<file path="src/rtl/mul_datapath.sv">
// Shift-add multiplier datapath: multiplicand, multiplier and product registers,
// a carry flop, a step counter and the adder. It executes the strobes issued by
// the multiplier control FSM and returns the multiplier LSB and a step-complete flag.
module mul_datapath #(
  parameter int WIDTH = 8
) (
  input  logic               clk,
  input  logic               areset_n,
  input  logic               load,
  input  logic [WIDTH-1:0]   mcand_in,
  input  logic [WIDTH-1:0]   mplier_in,
  input  logic               pd_shift,
  input  logic               pd_write,
  input  logic               mpr_shift,
  input  logic               alu_state,
  output logic               mpr_lsb,
  output logic               done,
  output logic [2*WIDTH-1:0] product
);

  localparam int CW = $clog2(WIDTH + 1);

  logic [WIDTH-1:0]   mcand_q;
  logic [WIDTH-1:0]   mpr_q;
  logic [2*WIDTH-1:0] p_q;
  logic               c_q;
  logic [CW-1:0]      cnt_q;

  logic [WIDTH-1:0]   addend;
  logic [WIDTH-1:0]   sum;
  logic               cout;
  logic [2*WIDTH-1:0] p_d;
  logic               c_d;
  logic               cnt_full;

  assign cnt_full = (cnt_q == CW'(WIDTH));

  // ALU: upper product half plus the multiplicand, or a straight pass-through.
  always_comb begin
    addend      = alu_state ? mcand_q : '0;
    {cout, sum} = {1'b0, p_q[2*WIDTH-1:WIDTH]} + {1'b0, addend};
  end

  // Next product/carry from the pd_* strobes; a combined write+shift folds the
  // ALU carry straight into the MSB so no carry is lost.
  always_comb begin
    // NOTE: defaults first so every path assigns p_d/c_d and no latch is inferred.
    p_d = p_q;
    c_d = c_q;
    unique case ({pd_write, pd_shift})
      2'b10: begin
        p_d = {sum, p_q[WIDTH-1:0]};
        c_d = cout;
      end
      2'b01: begin
        p_d = {c_q, p_q[2*WIDTH-1:1]};
        c_d = 1'b0;
      end
      2'b11: begin
        p_d = {cout, sum, p_q[WIDTH-1:1]};
        c_d = 1'b0;
      end
      default: ;
    endcase
  end

  // Operand capture and product/carry update; load overrides every strobe.
  always_ff @(posedge clk or negedge areset_n) begin
    if (!areset_n) begin
      // NOTE: state registers use non-blocking assignments so all flops update together.
      mcand_q <= '0;
      p_q     <= '0;
      c_q     <= 1'b0;
    end else if (load) begin
      mcand_q <= mcand_in;
      p_q     <= '0;
      c_q     <= 1'b0;
    end else begin
      p_q     <= p_d;
      c_q     <= c_d;
    end
  end

  // Multiplier shift and step count; both freeze once WIDTH steps have been taken.
  always_ff @(posedge clk or negedge areset_n) begin
    if (!areset_n) begin
      mpr_q <= '0;
      cnt_q <= '0;
    end else if (load) begin
      mpr_q <= mplier_in;
      cnt_q <= '0;
    end else if (mpr_shift && !cnt_full) begin
      mpr_q <= {1'b0, mpr_q[WIDTH-1:1]};
      cnt_q <= cnt_q + 1'b1;
    end
  end

  assign mpr_lsb = mpr_q[0];
  assign done    = cnt_full;
  assign product = p_q;

endmodule
</file>
<file path="config.mk">
export PLATFORM = sky130hd
export DESIGN_NAME = mul_datapath
export DESIGN_NICKNAME = d
export VERILOG_FILES = /design/src/rtl/mul_datapath.sv
export SDC_FILE = /design/constraint.sdc
export NUM_CORES = 1
export LEC_CHECK = 0
export ABC_AREA = 1
export ABC_CLOCK_PERIOD_IN_PS = 2000
export CORE_AREA = 2 2 65 91
export DETAILED_ROUTE_END_ITERATION = 10
export DIE_AREA = 0 0 67 93
export GPL_TIMING_DRIVEN = 0
export HOLD_SLACK_MARGIN = 0.12
export PLACE_DENSITY = 0.68
export SLEW_MARGIN = 20
export SYNTH_ARGS = -nofsm -noshare
export SYNTH_HDL_FRONTEND = slang
export SYNTH_SLANG_ARGS = --single-unit
</file>
<file path="constraint.sdc">
create_clock -name clk -period 2 [get_ports clk]
set_clock_uncertainty 0.05 [all_clocks]
set_input_delay 0.2 -clock clk [delete_from_list [all_inputs] [get_ports clk]]
set_output_delay 0.2 -clock clk [all_outputs]
set_load 0.02 [all_outputs]
</file>
# == Yosys cells after proc, flatten, opt, wreduce, memory -nomap -nowiden ==
# Index checks and enable logic that the tools add are counted.
# word_totals
reg_bits,37
latchBits,0
mem_bits_rw,0
rom_bits,0
input_bits,23
out_inout_bits,18
wordCells,30
n_memories,0
# op_classes
add_sub_neg,2
multipliers,0
div_mod_pow,0
order_cmp,0
eq_ne,5
shift,0
n_mux,9
bitwise,0
reduce_logical,8
# ops
cell,n
$pmux W16 S3,1
$mux W8,3
$mux W16,1
$add A8 B8 Y9,1
$mux W4,2
$reduce_bool A3 Y1,2
$add A4 B1 Y4 const B,1
$eq A2 B2 Y1 const B,2
$eq A4 B4 Y1 const B,1
$reduce_bool A4 Y1,1
$eq A2 B1 Y1 const B,1
$ne A2 B2 Y1 const B,1
$pmux W1 S2,1
$reduce_and A2 Y1,1
$reduce_bool A2 Y1,1
$reduce_or A2 Y1,1
$logic_and A1 B1 Y1,1
$logic_not A1 Y1,1
$mux W1,1

# == Longest topological paths before layout ==
# Gate-level depths: netlist of the first run.
# logic_depth
depth_word,5
mapped_depth,15
depth_no_buf,14

# == Least setup slack after synthesis of the first run ==
# Ideal clock, no wire load.
# synth_path
path_kind,reg2reg
start,register p_q[8] (netlist: product[8])
end,register p_q[14] (netlist: product[14])
setup_time_ps,116
arrival_time_ps,1665
required_time_ps,1834
setup_slack_ps,169
stages_incl_launch_ff,13
path_buffers,0
cell_sequence,dfrtp_1 -> ha_1 -> fa_1 -> nand2_1 -> nand2_1 -> nand3_2 -> nand2_1 -> nand2_1 -> nand3_1 -> nand2_1 -> clkinv_1 -> nand2_1 -> nand2_1
# synth_via
elab_chain_len,3
# synth_rtl
element,line_no,text
start: declaration,25,logic [2*WIDTH-1:0] p_q;
start signal: assignment,79,p_q <= p_d;
$add A8 B8 Y9,41,"{cout, sum} = {1'b0, p_q[2*WIDTH-1:WIDTH]} + {1'b0, addend};"
$pmux W16 S3,50,"unique case ({pd_write, pd_shift})"
$mux W16,74,end else if (load) begin
# Every way passes these cells. The select of a mux whose other input is x is not followed.
# A chain may end at the register's enable or synchronous reset.

# == Worst setup path after layout of the first run ==
# layout_path
start,register mcand_q[0]
end,register p_q[11] (netlist: product[11])
# layout_via
elab_chain_len,4
# layout_rtl
element,line_no,text
start: declaration,23,logic [WIDTH-1:0] mcand_q;
start signal: assignment,75,mcand_q <= mcand_in;
$mux W8,40,addend = alu_state ? mcand_q : '0;
$add A8 B8 Y9,41,
$pmux W16 S3,50,
$mux W16,74,
# Every way passes these cells. The select of a mux whose other input is x is not followed.

==> qor.yml, run 1 <==
outcome:
  status: "complete, no violations"
clock_tree:
  cts_tree: "built"
  cts.htree.levels: 2
  clk_pin_slew_worst_paths_ns: 0.08
  clkLatencyLatePin_ns: 0.30
  cts_buffer_depth: 2
  cts_buffers: 5
  cts_sinks: 37
  clockRootBuffer: "clkbuf_8"
timing:
  max_freq_ghz: 0.551
  finalHoldViolations: 0
  slew_headroom_pct: 70.5
  hold_slack_ns: 0.264
  worst_slew_pin_slew_ns: 0.443
  rsz0062_at_grt: "no"
  finalSetupTns_ns: 0
  setup_viol: 0
  layout_min_cycle_time_ns: 1.82
  finalMaxSlewViolations: 0
  min_period_over_period_pct: 90.8
power_and_ir_drop:
  swShare_pct: 30.6
  intPower_uw: 1370
  comb_power_share_pct: 23.4
  p_seq_share_pct: 42.7
  pwr_density_cell_nw_per_um2: 673
  p_total_uw: 1980
  leakage_uw: 0.00152
  p_switching_uw: 607
  clockPowerShare_pct: 33.9
  ir_drop_mv: 0.500
place:
  dp.cells: 410
  gp_congestion: 0.901
  hpwlAfterDp_mm: 4.04
  io_buffers: 39
cells_and_area:
  nNetsFinal: 388
  syn2layout_area_growth_pct: 27.8
  fin_cells: 420
  fill_cells: 572
  num_antenna_cells: 0
  drive_above_1_share_pct: 12.2
grt:
  grt_start_max_net_pins: 28
  grt_pass1_wl_mm: 9.16
  overflow: 0
  grtUsageTotal_pct: 19.0
  grt_pass1_vias: 2082
  antenna_found_initial: 0
die:
  initial_core_util_pct: 42.3
  dieWidth_um: 67
  rows: 32
  core_um2: 5450
  dieHeight_um: 93
  die_area_um2: 6230
  io_pins: 41
critical_path:
  crit_type: "reg -> reg"
  reg2reg_depth: 11
  cp_max_fo: 3
  cp-start-kind: "flop"
  cp.arrival_ns: 1.99
  endpoint: "product[11]$_DFFE_PN0P_"
  startpoint: "mcand_q[0]$_DFFE_PN0P_"
  crit-reg2reg-launch: "mcand_q[0]$_DFFE_PN0P_"
  r2r_setup_slack_ns: 0.18
  r2r-end: "product[11]$_DFFE_PN0P_"
  required_ns: 2.18
  end_kind: "flop"
detailed_routing:
  routed_wl_mm: 5.35
  drt-vias-per-instance: 4.98
  num_vias: 2093
  drc: 0
  wl_per_cell_um: 12.7
  drtPass1Iterations: 7
  ant_nets: 0
  dr.first_iter.drc_count: 75
logic_synthesis:
  synth_cells: 302
  ys_types: 33
  synth_top_area_cell: "dfrtp_1"
  yosysTopAreaCellShare_pct: 40.2
  syn_avg_cell_area_um2: 7.62
  synth_warnings: 0
  synth-seq-area-share_pct: 40.2
  syn_area_um2: 2300
  ys_seq_elements: 37
  syn-num-nets: 339
  synthTopCellsByArea: "dfrtp_1 40%, nand2_1 18%, ha_1 7.1%"
run:
  drv_cap: 0
min_path:
  min_path_type: "in -> async"
## worst min-delay path by stage
| stage | endpoint | slack [ns] | from |
|---|---|---|---|
| 6_report | product[4]$_DFFE_PN0P_ | 0.26 | areset_n |
| 4_1_cts | product[11]$_DFFE_PN0P_ | 0.27 | areset_n |
| 2_1_floorplan | c_q$_DFFE_PN0P_ | -0.15 | areset_n |
| 3_3_place_gp | mcand_q[7]$_DFFE_PN0P_ | 0.41 | mcand_q[7]$_DFFE_PN0P_ |
| 5_1_grt | product[4]$_DFFE_PN0P_ | 0.30 | areset_n |
| 3_5_place_dp | product[6]$_DFFE_PN0P_ | 0.06 | areset_n |
## metal layers
layer | vias to the layer above | GRT usage (%) | part of all wire, %
li1 | 1062 | - | -
met1 | 978 | 21.1 | 41
met2 | 40 | 35.1 | 53
met3 | 13 | 3.25 | 3.2
met4 | 0 | 7.14 | 2.5
met5 | - | 0 | 0
## stage by stage
stage               worst slack, ns  utilization [%]  cell area (um2)
CTS                          0.0334             53.5             2910
global placement             -0.233             51.0             2780
detailed placement          -0.0271             51.3             2790
global route                 0.0227             54.0             2940
finish                        0.185             54.0             2940
floorplan                     0.169                -             2300
## power groups by stage
| stage | Sequential [uW] | Clock (uW) | Combinational, uW |
|---|---|---|---|
| floorplan | 872 | 0 | 266 |
| global placement | 856 | 0 | 443 |
| detailed placement | 858 | 0 | 458 |
| CTS | 844 | 683 | 460 |
| global route | 852 | 702 | 524 |
| finish | 845 | 671 | 464 |
## sequential cells by signal, summed over array words and instances (netlist names)
register  cells
cnt_q         4
product      16
mcand_q       8
c_q           1
mpr_q         8
## timing repair
action / CTS / global route
endpoints found under the setup margin: 1 / 5
gates resized for setup: 1 / 8
buffers inserted: 0 / 1
endpoints found under the hold margin: 37 / 0
pin swaps: 0 / 2
hold buffers: 1 / 0
## logic make-up after synthesis
group	share of synthesized area, %
AND/OR/NAND/NOR	30.0
buffers and inverters	10.1
AO/OA/AOI/OAI	11.0
flip-flops	40.2
adder cells (fa/ha/maj)	7.93
XOR/XNOR	0.761
## cell type report
type / count / area, um2 / area share (%)
Buffer: 9 / 68.8 / 2.34
Clock buffer: 5 / 68.8 / 2.34
Inverter: 43 / 164 / 5.57
Sequential cell: 37 / 926 / 31.5
Timing Repair Buffer: 42 / 422 / 14.3
Clock inverter: 3 / 43.8 / 1.49
Tap cell: 68 / 85.1 / 2.89
Multi-Input combinational cell: 213 / 1160 / 39.6
## cells in the mapped netlist (all sizes together)
cell and number:
o211ai 4, nand2 113, a21oi 14, dfrtp 37
buf 7, nor2 13, ha 13, o21a 1
nand3 28, and2 1, o21bai 2, fa 1
clkbuf 2, o21ai 7, a22oi 4, inv 41
clkinv 2, o22ai 6, o2111ai 1, nor3 3
xor2 2
## worst max-delay path: stages, from the launching register on
cell,delay (ns)
dfrtp_1,0.38
nand2_1,0.08
inv_2,0.05
ha_4,0.16
fa_2,0.37
nand3_1,0.11
nand2_1,0.08
nand2_1,0.06
nand2_1,0.08
o21ai_2,0.12
nand2_1,0.07
o21bai_1,0.13
## placed cells by master, fill, tap and decap left out, drive strengths merged, types with 3 or more instances in the layout
cell type,count
o22ai,6
dfrtp,37
clkdlybuf4s50,37
clkbuf,7
ha,13
nand2,113
a22oi,4
a21oi,14
o211ai,4
inv,43
nor3,3
o21ai,7
nand3,28
nor2,13
buf,10
No activity file was read; power rests on OpenSTA's default activity.
==> run 2, diff against run 1 <==
Settings changed: ABC_AREA 1 to default, CORE_AREA 2 2 65 91 to 2 2 63 89, DIE_AREA 0 0 67 93 to 0 0 65 91.
==> run 2 against run 1 <==
Against the previous run:
- the flow now finishes with violations (negative setup slack)
- routed wire length decreased by 9.3%
- register-to-register slack got worse by 0.33 ns
- cell count decreased by 18%
- critical path type unchanged
==> qor.yml, run 2 <==
die:
  dieHeight_um: 91  # -2.2%
  io_pins: 41  # unchanged
  die_area_um2: 5920  # -5.1%
  core_um2: 5080  # -6.7%
  initial_core_util_pct: 42.7  # +0.47 points
  dieWidth_um: 65  # -3.0%
  rows: 31  # -3.1%
place:
  io_buffers: 39  # unchanged
  hpwlAfterDp_mm: 3.55  # -12%
  placed_cell_area_um2: 2680  # -4.1%
  gp_congestion: 0.850  # -5.6%
logic_synthesis:
  synth_commonest_cells: "37 x dfrtp_1, 25 x nand2_1, 20 x nor2_1, 17 x a21oi_1, 14 x o21ai_0"
  yosysMostFrequentCell: "dfrtp_1"
  synth_warnings: 0  # unchanged
  syn_avg_cell_area_um2: 9.61  # +26%
  synth-seq-area-share_pct: 42.6  # +2.4 points
  yosysTopAreaCellShare_pct: 42.6  # +2.4 points
  syn_area_um2: 2170  # -5.7%
  syn-num-nets: 263  # -22%
  ys_types: 40  # +21%
  synthTopCellsByArea: "dfrtp_1 43%, ha_1 7.5%, nand2_1 4.3%"
  ys_seq_elements: 37  # unchanged
  synth_edf_count: 0  # unchanged
  synth_top_area_cell: "dfrtp_1"
  synth_cells: 226  # -25%
  async_reset_ff_share_pct: 100  # unchanged
  ys.flop_type: "dfrtp_1"
grt:
  overflow: 0  # unchanged
  grt_start_max_net_pins: 31  # +11%
  grt_pass1_wl_mm: 8.02  # -12%
  grtUsageTotal_pct: 17.3  # -1.8 points
  antenna_found_initial: 0  # unchanged
  grt_pass1_vias: 1758  # -16%
timing:
  slew_headroom_pct: 61.2  # -9.3 points
  worst_slew_pin_slew_ns: 0.583  # +0.140 ns
  max_freq_ghz: 0.467  # -15%
  finalMaxSlewViolations: 0  # unchanged
  finalHoldViolations: 0  # unchanged
  rsz0062_at_grt: "yes"
  setup_viol: 8  # +8
  layout_min_cycle_time_ns: 2.14  # +0.328 ns
  setup_ws_ns: -0.143  # -0.328 ns
  hold_slack_ns: 0.243  # -0.0208 ns
  min_period_over_period_pct: 107  # +16 points
  finalSetupTns_ns: -0.656  # -0.656 ns
outcome:
  violations: "negative setup slack"
  status: "complete, but fails checks"
power_and_ir_drop:
  pwr_density_cell_nw_per_um2: 720  # +7.1%
  leakage_uw: 0.00129  # -15%
  swShare_pct: 29.5  # -1.2 points
  p_switching_uw: 614  # +1.2%
  p_total_uw: 2080  # +5.2%
  clockPowerShare_pct: 32.9  # -1.0 points
  comb_power_share_pct: 25.8  # +2.4 points
  intPower_uw: 1470  # +7.0%
  p_seq_share_pct: 41.3  # -1.4 points
  ir_drop_mv: 0.536  # +7.3%
clock_tree:
  cts.htree.levels: 2  # unchanged
  clk_pin_slew_worst_paths_ns: 0.08  # about the same
  cts_buffers: 5  # unchanged
  clkLatencyLatePin_ns: 0.29  # about the same
  cts_buffer_depth: 2  # unchanged
  cts_sinks: 37  # unchanged
  cts_tree: "built"
  clockRootBuffer: "clkbuf_8"
critical_path:
  cpPeakStageDelay_ns: 0.38  # about the same
  crit_type: "reg -> reg"
  required_ns: 2.13  # -0.05 ns
  crit_chain: "and2_4, ha_4, fa_2, a21o_1, a221oi_4, xnor2_1, nor2_1, a2111oi_2"
  cp.arrival_ns: 2.27  # +0.28 ns
  end_kind: "flop"
  cp_max_fo: 2  # -1
  slowest_stage: "dfrtp_1"
  cp-start-kind: "flop"
detailed_routing:
  wl_per_cell_um: 14.1  # +10%
  dr.first_iter.drc_count: 71  # -5.3%
  routed_wl_mm: 4.85  # -9.3%
  num_vias: 1809  # -14%
  drc: 0  # unchanged
  ant_nets: 0  # unchanged
  drt-vias-per-instance: 5.24  # +5.2%
  drtPass1Iterations: 4  # -3
cells_and_area:
  largest_reg_flops: 16  # unchanged
  num_antenna_cells: 0  # unchanged
  drive_above_1_share_pct: 17.9  # +5.7 points
  final_common_cell: "dfrtp_1"
  syn2layout_area_growth_pct: 33.1
  mostFrequentLayoutCells: "36 x dfrtp_1, 35 x clkdlybuf4s50_1, 25 x nand2_1"
  nNetsFinal: 315  # -19%
  design_area_um2: 2890  # -1.7%
run:
  drv_cap: 0  # unchanged
min_path:
  min_path_type: "in -> async"
run 2: changes by cell type after synthesis, moves of 6 or more:
cell	previous run	this run
a21oi_1	11	17
and2_1	0	10
inv_1	37	9
mux2_2	0	8
mux2i_1	0	9
nand2_1	110	25
nand3_1	27	8
nor2_1	8	20
o21ai_0	6	14
run 2: cells by family (layout without fill, tap and decap cells):
group	count (synthesis)	after routing	share of synthesized area, %
compound gates	54	54	17.5
xor+xnor	9	9	3.63
fa+ha+maj	14	14	8.41
buf+inv	19	72	3.46
flops	37	37	42.6
mux	17	17	8.30
simple gates	76	76	16.1
run 2: power groups by stage:
stage	clock [uW]	combinational, uW	sequential (uW)
6_report	685	538	860
5_1_grt	737	592	869
4_1_cts	696	525	861
3_5_place_dp	0	512	876
3_3_place_gp	0	498	874
2_1_floorplan	0	304	891
run 2: repair_timing:
action | 4_1_cts | 5_1_grt
hold buffers | 1 | 0
pin swaps | 7 | 6
setup buffers | 3 | 1
endpoints found under the hold margin | 37 | 0
gates resized for setup | 6 | 14
setup endpoints to repair | 7 | 18
run 2: metal layers:
metal	up-vias	track usage, %	part of all wire [%]
met4	0	5.85	1.5
met1	865	21.1	42
met3	7	3.59	4.9
met2	45	29.7	51
li1	892	-	-
met5	-	0	0
run 2: cell type report:
| type | count | area (um2) |
|---|---|---|
| inverters | 9 | 33.8 |
| multi-input cells | 170 | 1230 |
| clock inverters | 2 | 37.5 |
| repair buffers | 45 | 449 |
| plain buffers | 10 | 45.0 |
| clock buffers | 6 | 82.6 |
| flip-flops and latches | 37 | 927 |
| fillers | 476 | 2190 |
| well taps | 66 | 82.6 |
run 2: metrics by stage:
stage | std cells | utilization [%] | setup WS, ns
after floorplan | 226 | - | -0.0738
after global placement | 331 | 52.4 | -0.693
after detailed placement | 332 | 52.7 | -0.725
after CTS | 344 | 55.8 | -0.183
after global routing | 345 | 56.9 | -0.244
final | 345 | 56.9 | -0.143
run 2: final timing paths:
check                      slack, ns                 endpoint              startpoint  cells after the start
setup / recovery               -0.14  product[14]$_DFFE_PN0P_  mcand_q[0]$_DFFE_PN0P_                      8
hold / removal                  0.24     mpr_q[2]$_DFFE_PN0P_                areset_n                      2
setup reg to reg               -0.14  product[14]$_DFFE_PN0P_  mcand_q[0]$_DFFE_PN0P_                      8
hold reg to reg                 0.45   mcand_q[4]$_DFFE_PN0P_  mcand_q[4]$_DFFE_PN0P_                      1
max in group asynchronous       1.23   product[8]$_DFFE_PN0P_                areset_n                      3
min in group clk                0.29   product[2]$_DFFE_PN0P_                pd_shift                      3
run 2: critical path: cells and delay by family (launching register included):
kind                     cells  cell delay [ns]
XOR/XNOR                     1             0.18
flip-flops                   1             0.38
AND/OR/NAND/NOR              2             0.21
adder cells (fa/ha/maj)      2             0.50
AO/OA/AOI/OAI                3             0.70
